### src/rtl/calc_pkg.sv
// rtl/calc_pkg.sv - shared types and constants for the result BCD formatter
package calc_pkg;

   localparam int BCD_DIGIT_WIDTH = 4;

   typedef enum logic [1:0] {
      ST_IDLE    = 2'd0,
      ST_CONVERT = 2'd1,
      ST_DONE    = 2'd2
   } formatter_state_t;

endpackage

### src/rtl/bcd_digit_adjust.sv
// rtl/bcd_digit_adjust.sv - double-dabble add-3 correction for one BCD digit
module bcd_digit_adjust
   import calc_pkg::*;
(
   input  logic [BCD_DIGIT_WIDTH-1:0] i_digit,
   output logic [BCD_DIGIT_WIDTH-1:0] o_digit
);

   // a digit of 5 or more would exceed 9 after the next shift, so pre-correct it
   always_comb begin
      o_digit = i_digit;
      if (i_digit >= BCD_DIGIT_WIDTH'(5)) begin
         o_digit = i_digit + BCD_DIGIT_WIDTH'(3);
      end
   end

endmodule

### src/rtl/result_bcd_formatter.sv
// rtl/result_bcd_formatter.sv - signed ALU result to sign/magnitude BCD for 7-seg display
module result_bcd_formatter
   import calc_pkg::*;
#(
   parameter int DATA_WIDTH = 16,
   parameter int NUM_DIGITS = 5
) (
   input  logic                                  clk,
   input  logic                                  rst_n,
   input  logic [DATA_WIDTH-1:0]                 i_result,
   input  logic                                  i_error,
   input  logic                                  i_valid,
   output logic                                  o_ready,
   output logic [BCD_DIGIT_WIDTH*NUM_DIGITS-1:0] o_data,
   output logic                                  o_error,
   output logic                                  o_data_is_neg,
   output logic                                  o_valid,
   input  logic                                  i_ready
);

   localparam int BCD_WIDTH = BCD_DIGIT_WIDTH * NUM_DIGITS;
   localparam int CNT_WIDTH = $clog2(DATA_WIDTH + 1);

   formatter_state_t      state_q, state_d;
   logic                  sign_q, sign_d;
   logic                  err_q, err_d;
   logic                  ovf_q, ovf_d;
   logic [DATA_WIDTH-1:0] mag_q, mag_d;
   logic [BCD_WIDTH-1:0]  bcd_q, bcd_d;
   logic [CNT_WIDTH-1:0]  cnt_q, cnt_d;
   logic [BCD_WIDTH-1:0]  bcd_adj;
   logic                  res_error;

   for (genvar g = 0; g < NUM_DIGITS; g++) begin : g_adj
      bcd_digit_adjust u_adj (
         .i_digit (bcd_q[g*BCD_DIGIT_WIDTH +: BCD_DIGIT_WIDTH]),
         .o_digit (bcd_adj[g*BCD_DIGIT_WIDTH +: BCD_DIGIT_WIDTH])
      );
   end

   // next-state: capture on accept, one double-dabble step per CONVERT cycle, release on output transfer
   always_comb begin
      state_d = state_q;
      sign_d  = sign_q;
      err_d   = err_q;
      ovf_d   = ovf_q;
      mag_d   = mag_q;
      bcd_d   = bcd_q;
      cnt_d   = cnt_q;
      case (state_q)
         ST_IDLE: begin
            if (i_valid) begin
               sign_d  = i_result[DATA_WIDTH-1];
               // unsigned magnitude keeps the most negative input representable
               mag_d   = i_result[DATA_WIDTH-1] ? (~i_result + DATA_WIDTH'(1)) : i_result;
               err_d   = i_error;
               ovf_d   = 1'b0;
               bcd_d   = '0;
               cnt_d   = '0;
               state_d = i_error ? ST_DONE : ST_CONVERT;
            end
         end
         ST_CONVERT: begin
            bcd_d = {bcd_adj[BCD_WIDTH-2:0], mag_q[DATA_WIDTH-1]};
            mag_d = {mag_q[DATA_WIDTH-2:0], 1'b0};
            // any 1 leaving the top digit means the value does not fit the display
            ovf_d = ovf_q | bcd_adj[BCD_WIDTH-1];
            cnt_d = cnt_q + CNT_WIDTH'(1);
            if (cnt_q == CNT_WIDTH'(DATA_WIDTH - 1)) begin
               state_d = ST_DONE;
            end
         end
         ST_DONE: begin
            if (i_ready) begin
               state_d = ST_IDLE;
            end
         end
         default: state_d = ST_IDLE;
      endcase
   end

   // state and datapath registers
   always_ff @(posedge clk or negedge rst_n) begin
      if (!rst_n) begin
         state_q <= ST_IDLE;
         sign_q  <= 1'b0;
         err_q   <= 1'b0;
         ovf_q   <= 1'b0;
         mag_q   <= '0;
         bcd_q   <= '0;
         cnt_q   <= '0;
      end else begin
         state_q <= state_d;
         sign_q  <= sign_d;
         err_q   <= err_d;
         ovf_q   <= ovf_d;
         mag_q   <= mag_d;
         bcd_q   <= bcd_d;
         cnt_q   <= cnt_d;
      end
   end

   // outputs decode purely from registered state, so they hold while DONE is stalled
   always_comb begin
      res_error     = err_q | ovf_q;
      o_ready       = (state_q == ST_IDLE);
      o_valid       = (state_q == ST_DONE);
      o_error       = o_valid & res_error;
      o_data_is_neg = o_valid & sign_q & ~res_error;
      o_data        = (o_valid && !res_error) ? bcd_q : '0;
   end

endmodule
### config.mk
export PLATFORM = sky130hd
export DESIGN_NAME = result_bcd_formatter
export DESIGN_NICKNAME = d
export VERILOG_FILES = /design/src/rtl/calc_pkg.sv /design/src/rtl/bcd_digit_adjust.sv /design/src/rtl/result_bcd_formatter.sv
export SDC_FILE = /design/constraint.sdc
export NUM_CORES = 1
export LEC_CHECK = 0
export CORE_ASPECT_RATIO = 2
export CORE_MARGIN = 8
export CORE_UTILIZATION = 45
export CTS_CLUSTER_SIZE = 12
export DETAILED_ROUTE_END_ITERATION = 16
export DONT_BUFFER_PORTS = 1
export PLACE_DENSITY_LB_ADDON = 0.2
export SYNTH_ARGS = -nofsm -noshare
export SYNTH_HDL_FRONTEND = slang
export SYNTH_SLANG_ARGS = --single-unit
### constraint.sdc
create_clock -name clk -period 1.9 [get_ports clk]
set_input_delay 0.38 -clock clk [delete_from_list [all_inputs] [get_ports clk]]
set_output_delay 0.38 -clock clk [all_outputs]
set_load 0.01 [all_outputs]
==> reports/qor.yml <==
outcome: "finished clean"
final-setup-viol-count: 0
hold_violations: 0
dieHeight_um: 125
synth_seq_cells: 46
crit_required_ns: 1.52
critical_path_arrival_ns: 1.45
yosysTopAreaCell: "dfrtp_1"
r2r_slack_ns: 0.23
netlist_instances: 289
routed_wl_um: 6490
track_usage_pct: 14.9
ir_worst_vdd_uv: 815
path_clk_slew_ns: 0.06
clockRootBuffer: "clkbuf_16"
grt_max_degree: 47
max_freq_mhz: 546
crit_path_start_kind: "flip-flop"
io_pins: 45
grt_overflow: 0
cp-end-kind: "output port"
drive_above_1_share_pct: 15.9
min-delay-start: "i_error"
antenna_found_initial: 0
yosysSeqAreaShare_pct: 42.9
final_core_util_pct: 53.8
syn-num-nets: 323
powerDensity_nw_per_um2: 1360
fin_area_sq_um: 3180
port-buffer-count: 0
synth_area_leaders: "dfrtp_1 43%, ha_1 6.1%, xor2_1 5.2%, o21ai_0 4.8%, nand2_1 3.8%"
r2r-start: "state_q[1]"
fin_cells: 371
dp_hpwl_um: 4590
num_vias: 2212
wl_per_cell_um: 17.5
critPathKind: "reg2out"
worstPathMaxFanout: 12
postRouteAntennaNets: 0
cts_tree: "done"
holdWs_ns: 0.180
gp_congestion: 0.816
power_mw: 4.32
coreArea_sq_um: 5910
yosys.area.top_type_share_pct: 42.9
cts.sinks: 46
dp.cells: 361
post_drt_via_cell_ratio: 5.96
clockBufferDepth: 2
slew_viol_final: 0
p_leak_nw: 1.34
drc: 0
syn_avg_cell_area_sq_um: 9.29
num_antenna_cells: 0
max_cap_violations: 0
synth.distinct_cells: 35
grt_pass1_vias: 2223
startpoint: "state_q[1]"
synth.yosys.warnings: 0
max-slew-margin-rel_pct: 74.6
cts-buffers-inserted: 5
area_growth_pct: 18.5
start_util_pct: 45.4
dr.pass1.iters: 4
min_path_type: "in2reg"
place_area_sq_um: 2900
grt_pass1_wl_um: 10800
nets: 341
synthesis.area_sq_um: 2680
fin_crit_sh_pct: 96.4
rows: 40
clkLatencyLatePin_ns: 0.28
die_x_um: 70.6
worst_pin_slew_ns: 0.375
finalClockSkew_ns: 0.00450
drt_iter0_drc: 112
die-area_sq_um: 8840
fin_crit_ns: 1.83
h-tree-depth: 2
-- logic make-up (layout without fill, tap and decap cells) --
group                    after synthesis  after routing  synth area share, %
AO/OA/AOI/OAI                         93             93                 22.7
XOR/XNOR                              24             24                 7.83
AND/OR/NAND/NOR                       81             81                 16.1
adder cells (fa/ha/maj)               13             13                 6.06
flip-flops                            46             46                 42.9
buffers and inverters                 32             51                 4.48
-- registers in the layout, summed over array words and instances (netlist names) --
signal   count
err_q        1
bcd_q       20
sign_q       1
state_q      2
cnt_q        5
ovf_q        1
mag_q       16
-- per-stage QoR --
step	worst slack, ns	TNS (ns)
3_5_place_dp	-0.0705	-0.241
5_1_grt	-0.0236	-0.0296
3_3_place_gp	-0.0361	-0.0704
2_1_floorplan	-0.00652	-0.00652
6_report	0.0692	0
4_1_cts	0.0135	0
-- report_power, final --
| group | leakage, nW | switching, mW | internal [mW] |
|---|---|---|---|
| sequential | 0.606 | 0.290 | 1.34 |
| clock | 0.0781 | 0.349 | 0.622 |
| combinational | 0.657 | 1.02 | 0.695 |
| total | 1.34 | 1.66 | 2.66 |
-- path summary, 6_finish.rpt --
check,end,cells past startpoint
max,o_data[12],5
min,state_q[0],1
max reg2reg,mag_q[15],5
min reg2reg,mag_q[1],2
max in group asynchronous,bcd_q[16],2
min in group asynchronous,mag_q[11],2
-- cells in the final DEF, fill, tap and decap left out, drive strengths merged, types with 11 or more instances in the layout --
cell type | Yosys | final
a21oi | 14 | 14
and2 | 12 | 12
buf | 1 | 26
dfrtp | 46 | 46
ha | 13 | 13
inv | 16 | 16
nand2 | 27 | 27
nor2 | 12 | 12
o21ai | 34 | 34
o22ai | 11 | 11
o31ai | 11 | 11
xor2 | 16 | 16
-- critical path, stage by stage, from the launching register on --
cell      delay, ns
dfrtp_1        0.35
buf_4          0.16
nand2b_2       0.11
buf_6          0.18
nor4_1         0.19
buf_4          0.17
-- per-layer routing --
| layer | part of all wire, % | track usage [%] |
|---|---|---|
| met5 | 0 | 0 |
| met4 | 1.0 | 5.93 |
| met3 | 3.8 | 3.04 |
| met2 | 52 | 25.0 |
| met1 | 43 | 17.7 |
-- area by class of cell --
cell class / count / area [sq um]
Sequential cell: 46 / 1150
Multi-Input combinational cell: 211 / 1490
Timing Repair Buffer: 27 / 241
Clock buffer: 7 / 133
Inverter: 16 / 60.1
Fill cell: 548 / 2730
Clock inverter: 1 / 30.0
Tap cell: 63 / 78.8
-- cell usage after synthesis (all sizes together) --
cell,count
o21ai,34
or4,4
a32o,5
a22oi,9
nor2b,2
a221o,1
o31ai,11
o22ai,11
and3,1
a32oi,2
ha,13
xor2,16
a22o,1
o32ai,4
clkbuf,15
xnor2,8
nand2,27
inv,16
nor2,12
nor4,10
and2,12
dfrtp,46
or4b,1
nand2b,6
a21oi,14
buf,1
or3,3
nand3,1
o41ai,1
nor3,2
-- repair_timing --
item,4_1_cts,5_1_grt
setup buffers,0,0
pin swaps,0,0
setup endpoints to repair,13,21
resized for setup,3,10
hold endpoints to repair,46,0
hold buffers,2,0
Note: power is estimated with default switching activity, not from simulation.
